==> src/rtl/id_ex_stage_pkg.sv <==
// Shared definitions for the ID/EX stage: instruction field positions,
// opcode/function codes, ALUC encodings and the decoded payload struct.
package id_ex_stage_pkg;

  localparam int unsigned DATA_W = 32;
  localparam int unsigned ALUC_W = 4;
  localparam int unsigned REG_W  = 5;
  localparam int unsigned OP_W   = 6;
  localparam int unsigned FUNC_W = 6;
  localparam int unsigned SA_W   = 5;
  localparam int unsigned IMM_W  = 16;

  // Instruction field LSB positions
  localparam int unsigned OP_LSB   = 26;
  localparam int unsigned RS_LSB   = 21;
  localparam int unsigned RT_LSB   = 16;
  localparam int unsigned RD_LSB   = 11;
  localparam int unsigned SA_LSB   = 6;
  localparam int unsigned FUNC_LSB = 0;
  localparam int unsigned IMM_LSB  = 0;

  // Opcodes
  localparam logic [OP_W-1:0] OP_RTYPE = 6'b000000;
  localparam logic [OP_W-1:0] OP_ADDI  = 6'b001000;
  localparam logic [OP_W-1:0] OP_ANDI  = 6'b001100;
  localparam logic [OP_W-1:0] OP_ORI   = 6'b001101;
  localparam logic [OP_W-1:0] OP_XORI  = 6'b001110;
  localparam logic [OP_W-1:0] OP_LUI   = 6'b001111;
  localparam logic [OP_W-1:0] OP_LW    = 6'b100011;
  localparam logic [OP_W-1:0] OP_SW    = 6'b101011;

  // R-type function codes
  localparam logic [FUNC_W-1:0] FN_ADD = 6'b100000;
  localparam logic [FUNC_W-1:0] FN_SUB = 6'b100010;
  localparam logic [FUNC_W-1:0] FN_AND = 6'b100100;
  localparam logic [FUNC_W-1:0] FN_OR  = 6'b100101;
  localparam logic [FUNC_W-1:0] FN_XOR = 6'b100110;
  localparam logic [FUNC_W-1:0] FN_SLL = 6'b000000;
  localparam logic [FUNC_W-1:0] FN_SRL = 6'b000010;
  localparam logic [FUNC_W-1:0] FN_SRA = 6'b000011;

  // ALU control encodings
  localparam logic [ALUC_W-1:0] ALUC_ADD = 4'b0000;
  localparam logic [ALUC_W-1:0] ALUC_SUB = 4'b0100;
  localparam logic [ALUC_W-1:0] ALUC_AND = 4'b0001;
  localparam logic [ALUC_W-1:0] ALUC_OR  = 4'b0101;
  localparam logic [ALUC_W-1:0] ALUC_XOR = 4'b0010;
  localparam logic [ALUC_W-1:0] ALUC_LUI = 4'b0110;
  localparam logic [ALUC_W-1:0] ALUC_SLL = 4'b0011;
  localparam logic [ALUC_W-1:0] ALUC_SRL = 4'b0111;
  localparam logic [ALUC_W-1:0] ALUC_SRA = 4'b1111;

  // Decoded instruction payload carried into the ID/EX register
  typedef struct packed {
    logic [ALUC_W-1:0] aluc;
    logic [DATA_W-1:0] a;
    logic [DATA_W-1:0] b;
    logic [DATA_W-1:0] st_data;
    logic [REG_W-1:0]  wn;
    logic              wreg;
    logic              m2reg;
    logic              wmem;
    logic              illegal;
  } dec_t;

  function automatic logic [DATA_W-1:0] sext_imm(input logic [IMM_W-1:0] imm);
    return {{(DATA_W-IMM_W){imm[IMM_W-1]}}, imm};
  endfunction

  function automatic logic [DATA_W-1:0] zext_imm(input logic [IMM_W-1:0] imm);
    return DATA_W'(imm);
  endfunction

endpackage

==> src/rtl/id_ex_stage_decoder.sv <==
// Combinational instruction decoder.
// Ports: inst/rs_data/rt_data in; rs_addr/rt_addr (register read indices),
// dec (ALUC, operands, destination, controls), uses_rt (rt is a source) out.
module id_decoder
  import id_ex_stage_pkg::*;
(
  input  logic [DATA_W-1:0] inst,
  input  logic [DATA_W-1:0] rs_data,
  input  logic [DATA_W-1:0] rt_data,
  output logic [REG_W-1:0]  rs_addr,
  output logic [REG_W-1:0]  rt_addr,
  output dec_t              dec,
  output logic              uses_rt
);

  logic [OP_W-1:0]   op;
  logic [FUNC_W-1:0] func;
  logic [SA_W-1:0]   sa;
  logic [IMM_W-1:0]  imm;
  logic [REG_W-1:0]  rd;

  assign op      = inst[OP_LSB +: OP_W];
  assign func    = inst[FUNC_LSB +: FUNC_W];
  assign sa      = inst[SA_LSB +: SA_W];
  assign imm     = inst[IMM_LSB +: IMM_W];
  assign rd      = inst[RD_LSB +: REG_W];
  assign rs_addr = inst[RS_LSB +: REG_W];
  assign rt_addr = inst[RT_LSB +: REG_W];

  // Field decode; illegal encodings collapse to an all-zero payload
  always_comb begin
    dec     = '0;
    uses_rt = 1'b0;
    case (op)
      OP_RTYPE: begin
        uses_rt  = 1'b1;
        dec.wn   = rd;
        dec.wreg = 1'b1;
        dec.a    = rs_data;
        dec.b    = rt_data;
        case (func)
          FN_ADD: dec.aluc = ALUC_ADD;
          FN_SUB: dec.aluc = ALUC_SUB;
          FN_AND: dec.aluc = ALUC_AND;
          FN_OR:  dec.aluc = ALUC_OR;
          FN_XOR: dec.aluc = ALUC_XOR;
          FN_SLL: begin dec.aluc = ALUC_SLL; dec.a = DATA_W'(sa); end
          FN_SRL: begin dec.aluc = ALUC_SRL; dec.a = DATA_W'(sa); end
          FN_SRA: begin dec.aluc = ALUC_SRA; dec.a = DATA_W'(sa); end
          default: dec.illegal = 1'b1;
        endcase
      end
      OP_ADDI, OP_ANDI, OP_ORI, OP_XORI, OP_LUI, OP_LW, OP_SW: begin
        dec.wn   = rt_addr;
        dec.wreg = 1'b1;
        dec.a    = rs_data;
        case (op)
          OP_ADDI: begin dec.aluc = ALUC_ADD; dec.b = sext_imm(imm); end
          OP_ANDI: begin dec.aluc = ALUC_AND; dec.b = zext_imm(imm); end
          OP_ORI:  begin dec.aluc = ALUC_OR;  dec.b = zext_imm(imm); end
          OP_XORI: begin dec.aluc = ALUC_XOR; dec.b = zext_imm(imm); end
          OP_LUI:  begin dec.aluc = ALUC_LUI; dec.b = zext_imm(imm); end
          OP_LW: begin
            dec.aluc  = ALUC_ADD;
            dec.b     = sext_imm(imm);
            dec.m2reg = 1'b1;
          end
          default: begin  // sw
            uses_rt     = 1'b1;
            dec.aluc    = ALUC_ADD;
            dec.b       = sext_imm(imm);
            dec.wmem    = 1'b1;
            dec.wreg    = 1'b0;
            dec.st_data = rt_data;
          end
        endcase
      end
      default: dec.illegal = 1'b1;
    endcase

    if (dec.illegal) begin
      dec         = '0;
      dec.illegal = 1'b1;
    end
    // Writes to $0 are architecturally discarded
    if (dec.wn == '0) dec.wreg = 1'b0;
  end

endmodule

==> src/rtl/id_ex_stage.sv <==
// ID/EX stage: decodes the fetched instruction, reads the register file,
// and holds the ALU operands/controls for execute behind a valid/ready
// handshake. Inserts one bubble on a load-use hazard; FLUSH drops work.
// Ports: CLK/RST; INST/IN_VALID/IN_READY (fetch side); RS_ADDR/RT_ADDR,
// RS_DATA/RT_DATA (register file); FLUSH; OUT_VALID/OUT_READY, ALUC,
// A_OPD, B_OPD, ST_DATA, WN, WREG, M2REG, WMEM, ILLEGAL (execute side).
module id_ex_stage
  import id_ex_stage_pkg::*;
#(
  parameter int unsigned DATA_WIDTH     = 32,
  parameter int unsigned CTRL_WIDTH     = 4,
  parameter int unsigned REG_ADDR_WIDTH = 5
) (
  input  logic                      CLK,
  input  logic                      RST,
  input  logic [DATA_WIDTH-1:0]     INST,
  input  logic                      IN_VALID,
  output logic                      IN_READY,
  output logic [REG_ADDR_WIDTH-1:0] RS_ADDR,
  output logic [REG_ADDR_WIDTH-1:0] RT_ADDR,
  input  logic [DATA_WIDTH-1:0]     RS_DATA,
  input  logic [DATA_WIDTH-1:0]     RT_DATA,
  input  logic                      FLUSH,
  input  logic                      OUT_READY,
  output logic                      OUT_VALID,
  output logic [CTRL_WIDTH-1:0]     ALUC,
  output logic [DATA_WIDTH-1:0]     A_OPD,
  output logic [DATA_WIDTH-1:0]     B_OPD,
  output logic [DATA_WIDTH-1:0]     ST_DATA,
  output logic [REG_ADDR_WIDTH-1:0] WN,
  output logic                      WREG,
  output logic                      M2REG,
  output logic                      WMEM,
  output logic                      ILLEGAL
);

  dec_t             dec;
  dec_t             out_q;
  logic             valid_q;
  logic             uses_rt;
  logic [REG_W-1:0] rs_addr;
  logic [REG_W-1:0] rt_addr;
  logic             haz_c;

  id_decoder u_decoder (
    .inst    (INST),
    .rs_data (RS_DATA),
    .rt_data (RT_DATA),
    .rs_addr (rs_addr),
    .rt_addr (rt_addr),
    .dec     (dec),
    .uses_rt (uses_rt)
  );

  assign RS_ADDR = rs_addr;
  assign RT_ADDR = rt_addr;

  // Load in the output register whose result the incoming instruction reads
  assign haz_c = valid_q & out_q.m2reg & (out_q.wn != '0) &
                 ((out_q.wn == rs_addr) | (uses_rt & (out_q.wn == rt_addr)));

  assign IN_READY = !FLUSH & !haz_c & (!valid_q | OUT_READY);

  // Output register; controls drop with valid so no stale write is visible
  always_ff @(posedge CLK) begin
    if (RST) begin
      valid_q <= 1'b0;
      out_q   <= '0;
    end else if (FLUSH) begin
      valid_q       <= 1'b0;
      out_q.wreg    <= 1'b0;
      out_q.m2reg   <= 1'b0;
      out_q.wmem    <= 1'b0;
      out_q.illegal <= 1'b0;
    end else if (IN_VALID && IN_READY) begin
      valid_q <= 1'b1;
      out_q   <= dec;
    end else if (OUT_READY) begin
      valid_q       <= 1'b0;
      out_q.wreg    <= 1'b0;
      out_q.m2reg   <= 1'b0;
      out_q.wmem    <= 1'b0;
      out_q.illegal <= 1'b0;
    end
  end

  assign OUT_VALID = valid_q;
  assign ALUC      = out_q.aluc;
  assign A_OPD     = out_q.a;
  assign B_OPD     = out_q.b;
  assign ST_DATA   = out_q.st_data;
  assign WN        = out_q.wn;
  assign WREG      = out_q.wreg;
  assign M2REG     = out_q.m2reg;
  assign WMEM      = out_q.wmem;
  assign ILLEGAL   = out_q.illegal;

endmodule

==> config.mk <==
export PLATFORM = sky130hd
export DESIGN_NAME = id_ex_stage
export DESIGN_NICKNAME = d
export VERILOG_FILES = /design/src/rtl/id_ex_stage_pkg.sv /design/src/rtl/id_ex_stage_decoder.sv /design/src/rtl/id_ex_stage.sv
export SDC_FILE = /design/constraint.sdc
export NUM_CORES = 1
export LEC_CHECK = 0
export CORE_MARGIN = 5
export CORE_UTILIZATION = 30
export CTS_CLUSTER_DIAMETER = 200
export CTS_CLUSTER_SIZE = 14
export DETAILED_ROUTE_END_ITERATION = 6
export MAX_ROUTING_LAYER = met4
export SLEW_MARGIN = 25
export SYNTH_ARGS = -nofsm -noshare
export SYNTH_HDL_FRONTEND = slang
export SYNTH_SLANG_ARGS = --single-unit
==> constraint.sdc <==
create_clock -name CLK -period 6.7 [get_ports CLK]
set_input_delay 1.675 -clock CLK [delete_from_list [all_inputs] [get_ports CLK]]
set_output_delay 1.675 -clock CLK [all_outputs]
set_load 0.05 [all_outputs]
Word level (Yosys, flattened, before mapping)
Index checks and enable logic that the tools add are counted.
{ "op_classes": {"mul": 0, "n_eq_ne": 16, "n_bitwise": 9, "add_sub_neg": 0, "mux": 21, "shifts": 0, "n_reduce_logical": 16, "div_mod_pow": 0, "order_cmp": 0} }
{ "ops": {"columns": ["operator", "count"], "rows": [
  ["case mux 68 bit (2 select lines)", 1],
  ["2-to-1 mux 32 bit", 4],
  ["2-to-1 mux 109 bit", 1],
  ["== test 6 bit, second input constant", 7],
  ["== test 6 x 4 -> 1 bit, second input constant", 5],
  ["case mux 4 bit (7 select lines)", 1],
  ["== test 6 x 2 -> 1 bit, second input constant", 2],
  ["zero test 6 bit", 2],
  ["case mux 3 bit (4 select lines)", 1],
  ["case mux 6 bit (2 select lines)", 1],
  ["== test 5 bit", 2],
  ["2-to-1 mux 4 bit", 2],
  ["OR reduction 8 bit", 1],
  ["2-to-1 mux 1 bit", 7],
  ["OR reduction 7 bit", 1],
  ["bitwise AND 1 bit", 6],
  ["OR reduction 6 bit", 1],
  ["zero test 5 bit", 1],
  ["nonzero test 5 bit", 1],
  ["case mux 1 bit (2 select lines)", 2],
  ["OR reduction 4 bit", 1],
  ["zero test 1 bit", 3],
  ["OR reduction 3 bit", 1],
  ["2-to-1 mux 2 bit", 1],
  ["other kinds (6)", 7]
]} }
{ "totals": {"latch_bits": 0, "romBits": 0, "ram_bits": 0, "ff_bits": 110, "elab_cells": 72, "n_memories": 0} }

Longest topological paths before layout
Gate-level depths: netlist of the first run.
{ "logic_depth": {"depth_word": 12, "depth_mapped": 8} }

Modules after synthesis
From an unflattened synthesis of the first run, not the netlist that was laid out.
{ "unflattened": {"cells_unflattened": 497, "area_unflattened_um2": 4860.9} }
{ "by_module_without_submodules": {"columns": ["mod", "instances", "cells_each", "seq_area_each_um2", "area_per_inst_um2"], "rows": [
  ["id_ex_stage", 1, 272, 2202.1, 3515.9],
  ["id_decoder", 1, 225, 0.0, 1345.0]
]} }

Least setup slack after synthesis of the first run
Ideal clock, no wire load.
{ "synth_path": {"path_type": "input -> output", "start": "input port INST[26]", "end": "output port IN_READY", "slack_ns": 1.549, "path_buffers": 1, "arrival_time_ns": 3.476, "path_stages": 6, "required_ns": 5.025, "path_cell_list": "and3_1 -> a21oi_1 -> or4_4 -> a21boi_2 -> buf_4 -> nor3_1"} }
{ "synth_between": {"elab_chain_cells": 10} }
{ "synth_rtl": {"columns": ["item", "line_no", "rtl"], "rows": [
  ["start: declaration", "id_ex_stage.sv:16", "input logic [DATA_WIDTH-1:0] INST,"],
  ["== test 6 x 4 -> 1 bit / == test 6 bit (equally long branches)", "id_ex_stage_decoder.sv:34, id_ex_stage_decoder.sv:57", null],
  ["OR reduction 6 bit (no line)", null, null],
  ["2-to-1 mux 1 bit", "id_ex_stage_decoder.sv:57", "case (op)"],
  ["case mux 1 bit (2 select lines) (*)", "id_ex_stage_decoder.sv:34", "case (op)"],
  ["bitwise AND 1 bit (*)", "id_ex_stage.sv:60", "((out_q.wn == rs_addr) | (uses_rt & (out_q.wn == rt_addr)));"],
  ["bitwise OR 1 bit (*)", "id_ex_stage.sv:60", null],
  ["bitwise AND 1 bit (*)", "id_ex_stage.sv:59", "assign haz_c = valid_q & out_q.m2reg & (out_q.wn != '0) &"],
  ["zero test 1 bit (*)", "id_ex_stage.sv:62", "assign IN_READY = !FLUSH & !haz_c & (!valid_q | OUT_READY);"],
  ["bitwise AND 1 bit (*) (2 in a row)", "id_ex_stage.sv:62", null],
  ["end: declaration", "id_ex_stage.sv:18", "output logic IN_READY,"]
]} }
Every way passes the cells marked *; elsewhere a longest branch is shown, timed or not.

Final worst setup path of the first run
Same ends and word-level chain as after synthesis.

==> out/qor.txt, run 1 <==
Worst Max-Slew Pin Slew: 0.9152 ns
Initial antenna violation count: 1
GR Layer Usage met2: 0.3063
GRT met1 Usage: 0.2240
Final HPWL DP: 12.93 mm
Synthesized instance count: 522
Die Width: 136.9 um
Routed wire length per instance: 19.01 um
Nets@finish: 817
WP data required: 5.03 ns
Number of synthesized flops with an enable pin: 0
Overflow after GRT: 0
Sequential share of the synthesized area: 0.4555
R2R depth: 7
Die area: 0.01875 mm^2
Most frequent cells in the layout: clkdlybuf4s50_1 (220), dfxtp_1 (110), nand2_1 (77)
Arr. time, crit path: 4.37 ns
Mapped Nets: 623
Ys async rst share: 0
Avg Vias per Cell: 4.906
Clk buf depth: 2
Crit-path max FO: 5
Final Power: 0.001327 W
First-pass GRT wire length: 26.56 mm
P per Cell Area: 180.8 mW/mm^2
Final period util: 0.9024
Resized cells post-CTS: 0
Residual DRC: 0
Placer Congestion: 0.8322
Clk_skew: 0.008197 ns
Number of global-route vias before repair: 4714
Relative slew slack: 0.3899
Post-synth top area share: 0.4555
Primary FF master, synth: dfxtp_1
Startpoint class of the critical path: input port
Setup violation total in the final timing report: 0
Worst Hold Depth: 2
Core area: 0.01583 mm^2
FF-to-FF setup slack: 4.10 ns
Lkg Pwr: 2.501 nW
Leading cell type in the layout, fill and taps excluded: clkdlybuf4s50_1
Vias: 4592
GR Util All Layers: 0.1905
ANT nets after route: 0
Clock root buffer master: clkbuf_16
TNS Setup: 0 ns
Hold endpoint: B_OPD[10]
Post-CTS Setup Inserts: 0
Synthesis warning total: 0
Port Buffers: 221
FP Rows: 46
Layout area overhead: 51.84%
Layout cells sized above 1: 0.04590
Largest cells by area after synthesis: dfxtp_1 (46%), mux2i_1 (7.9%), a22o_1 (6.7%), nand2_1 (6.0%), nand2b_1 (5.3%)
Worst setup EP type: output port
CTS buffer count: 9
Largest net degree at the start of global routing: 63
Fin. max-slew vios: 0
First drt pass iteration count: 4
Minimum clock period: 6.046 ns
MaxCap Viol Count: 0
Hold Crit Start: B_OPD[10]
VDD IR max: 0.0001158 V
Reg2reg end: ST_DATA[11]
CTS tree: done
Total Wirelength: 17.79 mm
Hold Fails Final Rpt: 0
Initial core utilization: 0.3055
RSZ-0062 raised after global routing: no
Post-synthesis cell type count: 49
Worst-Skew Late Latency: 0.35 ns
Status: finished, final reports clean
Met3 Resource Use GR: 0.06029
H-tree lvl count: 3
Detailed Route Iter0 Violations: 348
Min-Delay Path Class: reg -> reg
Highest clock rate: 165.4 MHz
R2r startpoint: WN[4]
Ports: 222
Yosys top cell by area: dfxtp_1
Hold_buf cts: 0
Mapped Area: 0.004835 mm^2
Clock sink count: 110
Avg Inst Size Synth: 9.262 um^2
CP Class: in -> out
CTS clk-pin slew, worst paths: 0.07 ns
Height of the die: 136.9 um
GRT Max-Usage Layer: met2
Yosys reg bits: 110
-- metrics by stage --
step | instances | util | cell area (um^2) | hold WS [ns] | setup WS (ns)
after global placement | 921 | 0.4475 | 7083 | 0.4351 | 0.7407
after detailed placement | 921 | 0.4475 | 7083 | 0.4441 | 0.7070
final | 936 | 0.4638 | 7341 | 0.4529 | 0.6542
after floorplan | 522 | - | 4835 | 0.6595 | 1.549
after global routing | 936 | 0.4638 | 7341 | 0.4777 | 0.5798
after CTS | 935 | 0.4636 | 7338 | 0.4560 | 0.6964
-- layer usage --
metal / vias up / share of wire / routed length, um
li1: 2229 / - / -
met1: 2133 / 0.41 / 7379
met2: 209 / 0.46 / 8263
met3: 21 / 0.097 / 1725
met4: 0 / 0.024 / 425
met5: - / 0 / 0
-- cell usage after synthesis, types with 2 or more instances --
cell type / instances
dfxtp_1: 110
nand2_1: 77
nand2b_1: 41
mux2i_1: 38
a22o_1: 37
o21ai_0: 28
a21oi_1: 27
o21ai_1: 20
clkbuf_1: 17
a22oi_1: 16
buf_4: 12
nand3_1: 12
buf_6: 11
nor2_1: 9
inv_1: 6
buf_2: 5
nand3b_1: 5
xnor2_1: 5
xor2_1: 5
or4_1: 4
and3_1: 3
nor2b_1: 3
nor3_1: 3
nand4_1: 2
nor4_1: 2
-- cell type report --
class	count	area, um^2
Antenna cell	1	2.502
Sequential cell	110	2202
Tap cell	216	270.3
Timing Repair Buffer	229	2267
Fill cell	1474	8487
Inverter	6	22.52
Clock buffer	11	232.7
Clock inverter	3	22.52
Multi-Input combinational cell	360	2321
-- where the power goes --
group / internal, W / leakage [nW] / total, W / switching [W]
clock: 0.000250 / 0.126 / 0.000491 / 0.000241
combinational: 0.0000854 / 1.49 / 0.000178 / 0.0000923
sequential: 0.000656 / 0.886 / 0.000658 / 0.00000180
-- kinds of logic after synthesis --
logic type | share of synthesized area
AO/OA/AOI/OAI | 0.2006
buffers and inverters | 0.06806
AND/OR/NAND/NOR | 0.1791
flip-flops | 0.4555
multiplexers | 0.07867
XOR/XNOR | 0.01812
-- registers in the layout (all words and copies together), names as in the netlist --
name and count:
ALUC 4, ST_DATA 32, WMEM 1, ILLEGAL 1, M2REG 1, WREG 1, A_OPD 32, OUT_VALID 1
B_OPD 32, WN 5
-- worst max-delay path, cell delays in order --
cell	delay [ns]
clkdlybuf4s50_1	0.68
and3_1	0.29
a21oi_1	0.11
or4_4	0.59
a21boi_2	0.23
nor3_1	0.08
clkdlybuf4s50_1	0.70
-- worst max path at each step --
stage	start	endpoint	slack (ns)	cells past startpoint
after floorplan	INST[26]	IN_READY	1.55	6
after global placement	INST[26]	IN_READY	0.74	7
after detailed placement	INST[26]	IN_READY	0.71	7
after CTS	INST[26]	IN_READY	0.70	7
after global routing	INST[29]	IN_READY	0.58	7
final	INST[26]	IN_READY	0.65	7
No activity file was read; power rests on OpenSTA's default activity.
==> inputs of run 2 (changes only) <==
ABC_AREA = 1   (was unset)
==> out/qor.txt, run 2 <==
Status: finished, final reports clean
RSZ-0062 raised after global routing: no
Area of placed instances: 0.007043 mm^2
CP Class: in -> out
Crit-path max FO: 4
CTS buffer count: 9
ANT nets after route: 0
Final Non-Filler Cells: 1087
Layout cells sized above 1: 0.03904
Fin. max-slew vios: 0
Layout area overhead: 52.48%
Clk_skew: 0.006226 ns
Vias: 4984
Post-CTS Setup Inserts: 0
Total Wirelength: 17.03 mm
First-pass GRT wire length: 25.88 mm
H-tree lvl count: 3
Cell area after layout: 0.007343 mm^2
Lkg Pwr: 2.632 nW
Primary FF master, synth: dfxtp_1
Die area: 0.01869 mm^2
Worst Max-Slew Pin Slew: 0.9637 ns
Startpoint class of the critical path: input port
Most frequent cells in the layout: nand2_1 (246), clkdlybuf4s50_1 (220), a21oi_1 (119)
Number of global-route vias before repair: 4632
Critical Path Sink: IN_READY
Placed Instances: 1072
Filler instances: 1647
Arr. time, crit path: 3.74 ns
Synthesis warning total: 0
Final period util: 0.8076
WHS: 0.4627 ns
Die Width: 136.7 um
Relative slew slack: 0.3560
Nets@finish: 968
Largest cells by area after synthesis: dfxtp_1 (46%), nand2_1 (19%), a21oi_1 (12%), nand3_1 (4.3%), buf_4 (3.1%)
CP dominant cell by count: nand2_1
Ports: 222
Critical Path Stages: 9
Hold Fails Final Rpt: 0
Hold_buf cts: 0
WP data required: 5.03 ns
Port Buffers: 221
P per Cell Area: 189.2 mW/mm^2
CTS clk-pin slew, worst paths: 0.07 ns
WP buf/inv: 3
GR Util All Layers: 0.1823
VDD IR max: 0.0001373 V
Reg2reg end: ST_DATA[10]
Hold Crit Start: B_OPD[6]
Cell with the most instances after synthesis: nand2_1
Critical Path Start: INST[27]
Sequential share of the synthesized area: 0.4573
Clock sink count: 110
Largest net degree at the start of global routing: 99
Minimum clock period: 5.411 ns
MaxCap Viol Count: 0
Initial core utilization: 0.3043
Synthesized instance count: 685
Fin util: 0.4640
Final HPWL DP: 11.87 mm
Avg Vias per Cell: 4.585
Avg Inst Size Synth: 7.030 um^2
R2R depth: 9
Worst setup EP type: output port
Initial antenna violation count: 0
Number of synthesized flops with an enable pin: 0
Clk buf depth: 2
R2r startpoint: WN[1]
Max incr delay on CP: 0.84 ns
Mapped Nets: 786
Resized cells post-CTS: 0
FP Rows: 46
First drt pass iteration count: 6
Worst-Skew Late Latency: 0.35 ns
Residual DRC: 0
TNS Setup: 0 ns
Yosys top cell by area: dfxtp_1
Post-synth top area share: 0.4573
Post-synthesis cell type count: 25
Highest clock rate: 184.8 MHz
Height of the die: 136.7 um
Ys async rst share: 0
FF-to-FF setup slack: 3.86 ns
Register area: 0.002202 mm^2
Core area: 0.01583 mm^2
Yosys reg bits: 110
Critical-path cell list: clkdlybuf4s50_1 > nand2_1 > inv_2 > nand3_1 > nand2_1 > nand4_1 > nand2_1 > a21boi_0 > clkdlybuf4s50_1
Worst path slowest cell: clkdlybuf4s50_1
Multi-input logic area: 0.002215 mm^2
Diodes inserted: 0
Mapped Area: 0.004816 mm^2
Setup violation total in the final timing report: 0
CTS tree: done
Synth top cells by count: nand2_1 (246), a21oi_1 (119), dfxtp_1 (110)
Leading cell type in the layout, fill and taps excluded: nand2_1
Placer Congestion: 0.7746
Worst path top cell family by delay: buffers and inverters
Overflow after GRT: 0
Routed wire length per instance: 15.66 um
Detailed Route Iter0 Violations: 316
Min-Delay Path Class: reg -> reg
Clock root buffer master: clkbuf_16
run 2: worst min path at each step:
stage               slack, ns  cells past startpoint        end
floorplan                0.68                      2       WMEM
global placement         0.45                      2   A_OPD[5]
detailed placement       0.45                      2  B_OPD[18]
CTS                      0.47                      2   B_OPD[6]
global route             0.48                      2   B_OPD[7]
finish                   0.46                      2   B_OPD[6]
run 2: final cells by class:
cell class	count	area share
repair buffers	224	0.3045
multi-input cells	489	0.3016
flip-flops and latches	110	0.2999
well taps	216	0.03680
clock buffers	9	0.03067
inverters	33	0.01687
clock inverters	6	0.009712
run 2: stage by stage:
stage | total power [W] | setup WS [ns]
3_5_place_dp | 0.0008582 | 1.272
2_1_floorplan | 0.0007663 | 1.824
4_1_cts | 0.001408 | 1.269
3_3_place_gp | 0.0008589 | 1.317
6_report | 0.001389 | 1.289
5_1_grt | 0.001447 | 1.133
run 2: layer usage:
| layer | GRT usage | vias to the layer above | routed length (um) |
|---|---|---|---|
| li1 | - | 2580 | - |
| met1 | 0.2438 | 2248 | 7816 |
| met2 | 0.2798 | 147 | 7936 |
| met3 | 0.04338 | 9 | 1079 |
| met4 | 0.04311 | 0 | 192 |
| met5 | - | - | 0 |
run 2: worst register-to-register path, delay by kind of cell (launching register included):
| family | cells | cell delay (ns) |
|---|---|---|
| xor+xnor | 1 | 0.17 |
| compound gates | 1 | 0.16 |
| simple gates | 7 | 1.99 |
| flops | 1 | 0.46 |
run 2: cell families after synthesis:
logic type / after synthesis / share of synthesized area
AO/OA/AOI/OAI: 155 / 0.1678
buffers and inverters: 86 / 0.08651
AND/OR/NAND/NOR: 328 / 0.2775
XOR/XNOR: 6 / 0.01091
flip-flops: 110 / 0.4573
run 2: power by group:
| group | total (W) | internal [W] | switching (W) |
|---|---|---|---|
| Sequential | 0.000662 | 0.000658 | 0.00000414 |
| Clock | 0.000547 | 0.000292 | 0.000256 |
| Combinational | 0.000180 | 0.0000796 | 0.000101 |
| Total | 0.00139 | 0.00103 | 0.000361 |
==> inputs of run 3 (changes only) <==
clock period = 4.68 ns   (was 6.7 ns; I/O delays follow)
==> out/qor.txt, run 3 (same netlist as run 2, synthesis figures left out) <==
Hold_buf cts: 0
Avg Vias per Cell: 4.601
First drt pass iteration count: 4
Startpoint class of the critical path: input port
Worst setup EP type: output port
Clk buf depth: 2
CTS clk-pin slew, worst paths: 0.07 ns
MaxCap Viol Count: 0
Arr. time, crit path: 2.63 ns
Hold Fails Final Rpt: 0
GR Util All Layers: 0.1816
Critical Path Sink: IN_READY
Worst Max-Slew Pin Slew: 0.9725 ns
Height of the die: 136.7 um
TNS Setup: 0 ns
Fin. max-slew vios: 0
Final period util: 0.8120
Lkg Pwr: 2.662 nW
H-tree lvl count: 3
Layout cells sized above 1: 0.04675
Ports: 222
Vias: 5029
Total Wirelength: 17.20 mm
Worst-Skew Late Latency: 0.36 ns
First-pass GRT wire length: 25.84 mm
Highest clock rate: 263.2 MHz
Clock sink count: 110
Number of global-route vias before repair: 4661
Diodes inserted: 0
FP Rows: 46
CP Class: in -> out
CTS buffer count: 9
Routed wire length per instance: 15.73 um
R2R depth: 11
Die area: 0.01869 mm^2
Core area: 0.01583 mm^2
Post-CTS Setup Inserts: 0
Nets@finish: 974
Initial antenna violation count: 0
CTS tree: done
Overflow after GRT: 0
FF-to-FF setup slack: 2.55 ns
RSZ-0062 raised after global routing: no
R2r startpoint: WN[1]
Min-Delay Path Class: reg -> reg
Clock root buffer master: clkbuf_16
Relative slew slack: 0.3493
P per Cell Area: 269.8 mW/mm^2
Final HPWL DP: 12.33 mm
ANT nets after route: 0
Residual DRC: 0
Detailed Route Iter0 Violations: 362
Reg2reg end: WREG
Crit-path max FO: 4
Die Width: 136.7 um
VDD IR max: 0.0001565 V
Initial core utilization: 0.3043
WP data required: 3.51 ns
Port Buffers: 221
Critical Path Start: INST[31]
Setup violation total in the final timing report: 0
Clk_skew: 0.009306 ns
WHS: 0.4644 ns
Layout area overhead: 53.23%
Minimum clock period: 3.800 ns
Most frequent cells in the layout: nand2_1 (246), clkdlybuf4s50_1 (219), a21oi_1 (119)
Status: finished, final reports clean
Largest net degree at the start of global routing: 60
Placer Congestion: 0.8302
Leading cell type in the layout, fill and taps excluded: nand2_1
Resized cells post-CTS: 0
[run 3: routing by layer]
metal | GRT usage | part of all wire | routed length, um
met1 | 0.2422 | 0.46 | 7831
met2 | 0.2752 | 0.46 | 7962
met3 | 0.03713 | 0.066 | 1132
met4 | 0.06047 | 0.016 | 269
met5 | - | 0 | 0
[run 3: critical path, cell delays in order]
cell             delay, ns
clkdlybuf4s50_1       0.49
inv_1                 0.04
nor2_1                0.12
nand3_1               0.21
nand2_1               0.15
nand4_1               0.08
nand2_1               0.08
a21boi_0              0.09
buf_4                 0.20
[run 3: final cells by class]
| class | instances | area, um^2 |
|---|---|---|
| Fill cell | 1657 | 8448 |
| Timing Repair Buffer | 230 | 2275 |
| Multi-Input combinational cell | 489 | 2215 |
| Sequential cell | 110 | 2202 |
| Tap cell | 216 | 270.3 |
| Clock buffer | 9 | 225.2 |
| Inverter | 33 | 123.9 |
| Clock inverter | 6 | 68.82 |
[run 3: worst min-delay path by stage]
stage / start / endpoint / cells past startpoint
2_1_floorplan: WMEM / WMEM / 2
3_3_place_gp: A_OPD[25] / A_OPD[25] / 2
3_5_place_dp: ST_DATA[27] / ST_DATA[27] / 2
4_1_cts: ALUC[2] / ALUC[2] / 2
5_1_grt: B_OPD[22] / B_OPD[22] / 2
6_report: B_OPD[9] / B_OPD[9] / 2
[run 3: where the power goes]
part,switching [W],internal [W]
sequential,0.00000555,0.000942
combinational,0.000146,0.000115
clock,0.000366,0.000417
total,0.000518,0.00147
[run 3: per-stage QoR]
step / total power, W / instance area [um^2] / worst slack [ns] / utilization / std cells
3_3_place_gp: 0.001231 / 7086 / 0.8615 / 0.4477 / 1078
2_1_floorplan: 0.001097 / 4816 / 0.8143 / - / 685
5_1_grt: 0.002072 / 7380 / 0.7573 / 0.4662 / 1093
3_5_place_dp: 0.001231 / 7086 / 0.7380 / 0.4477 / 1078
6_report: 0.001991 / 7380 / 0.8801 / 0.4662 / 1093
4_1_cts: 0.002017 / 7380 / 0.8662 / 0.4662 / 1093
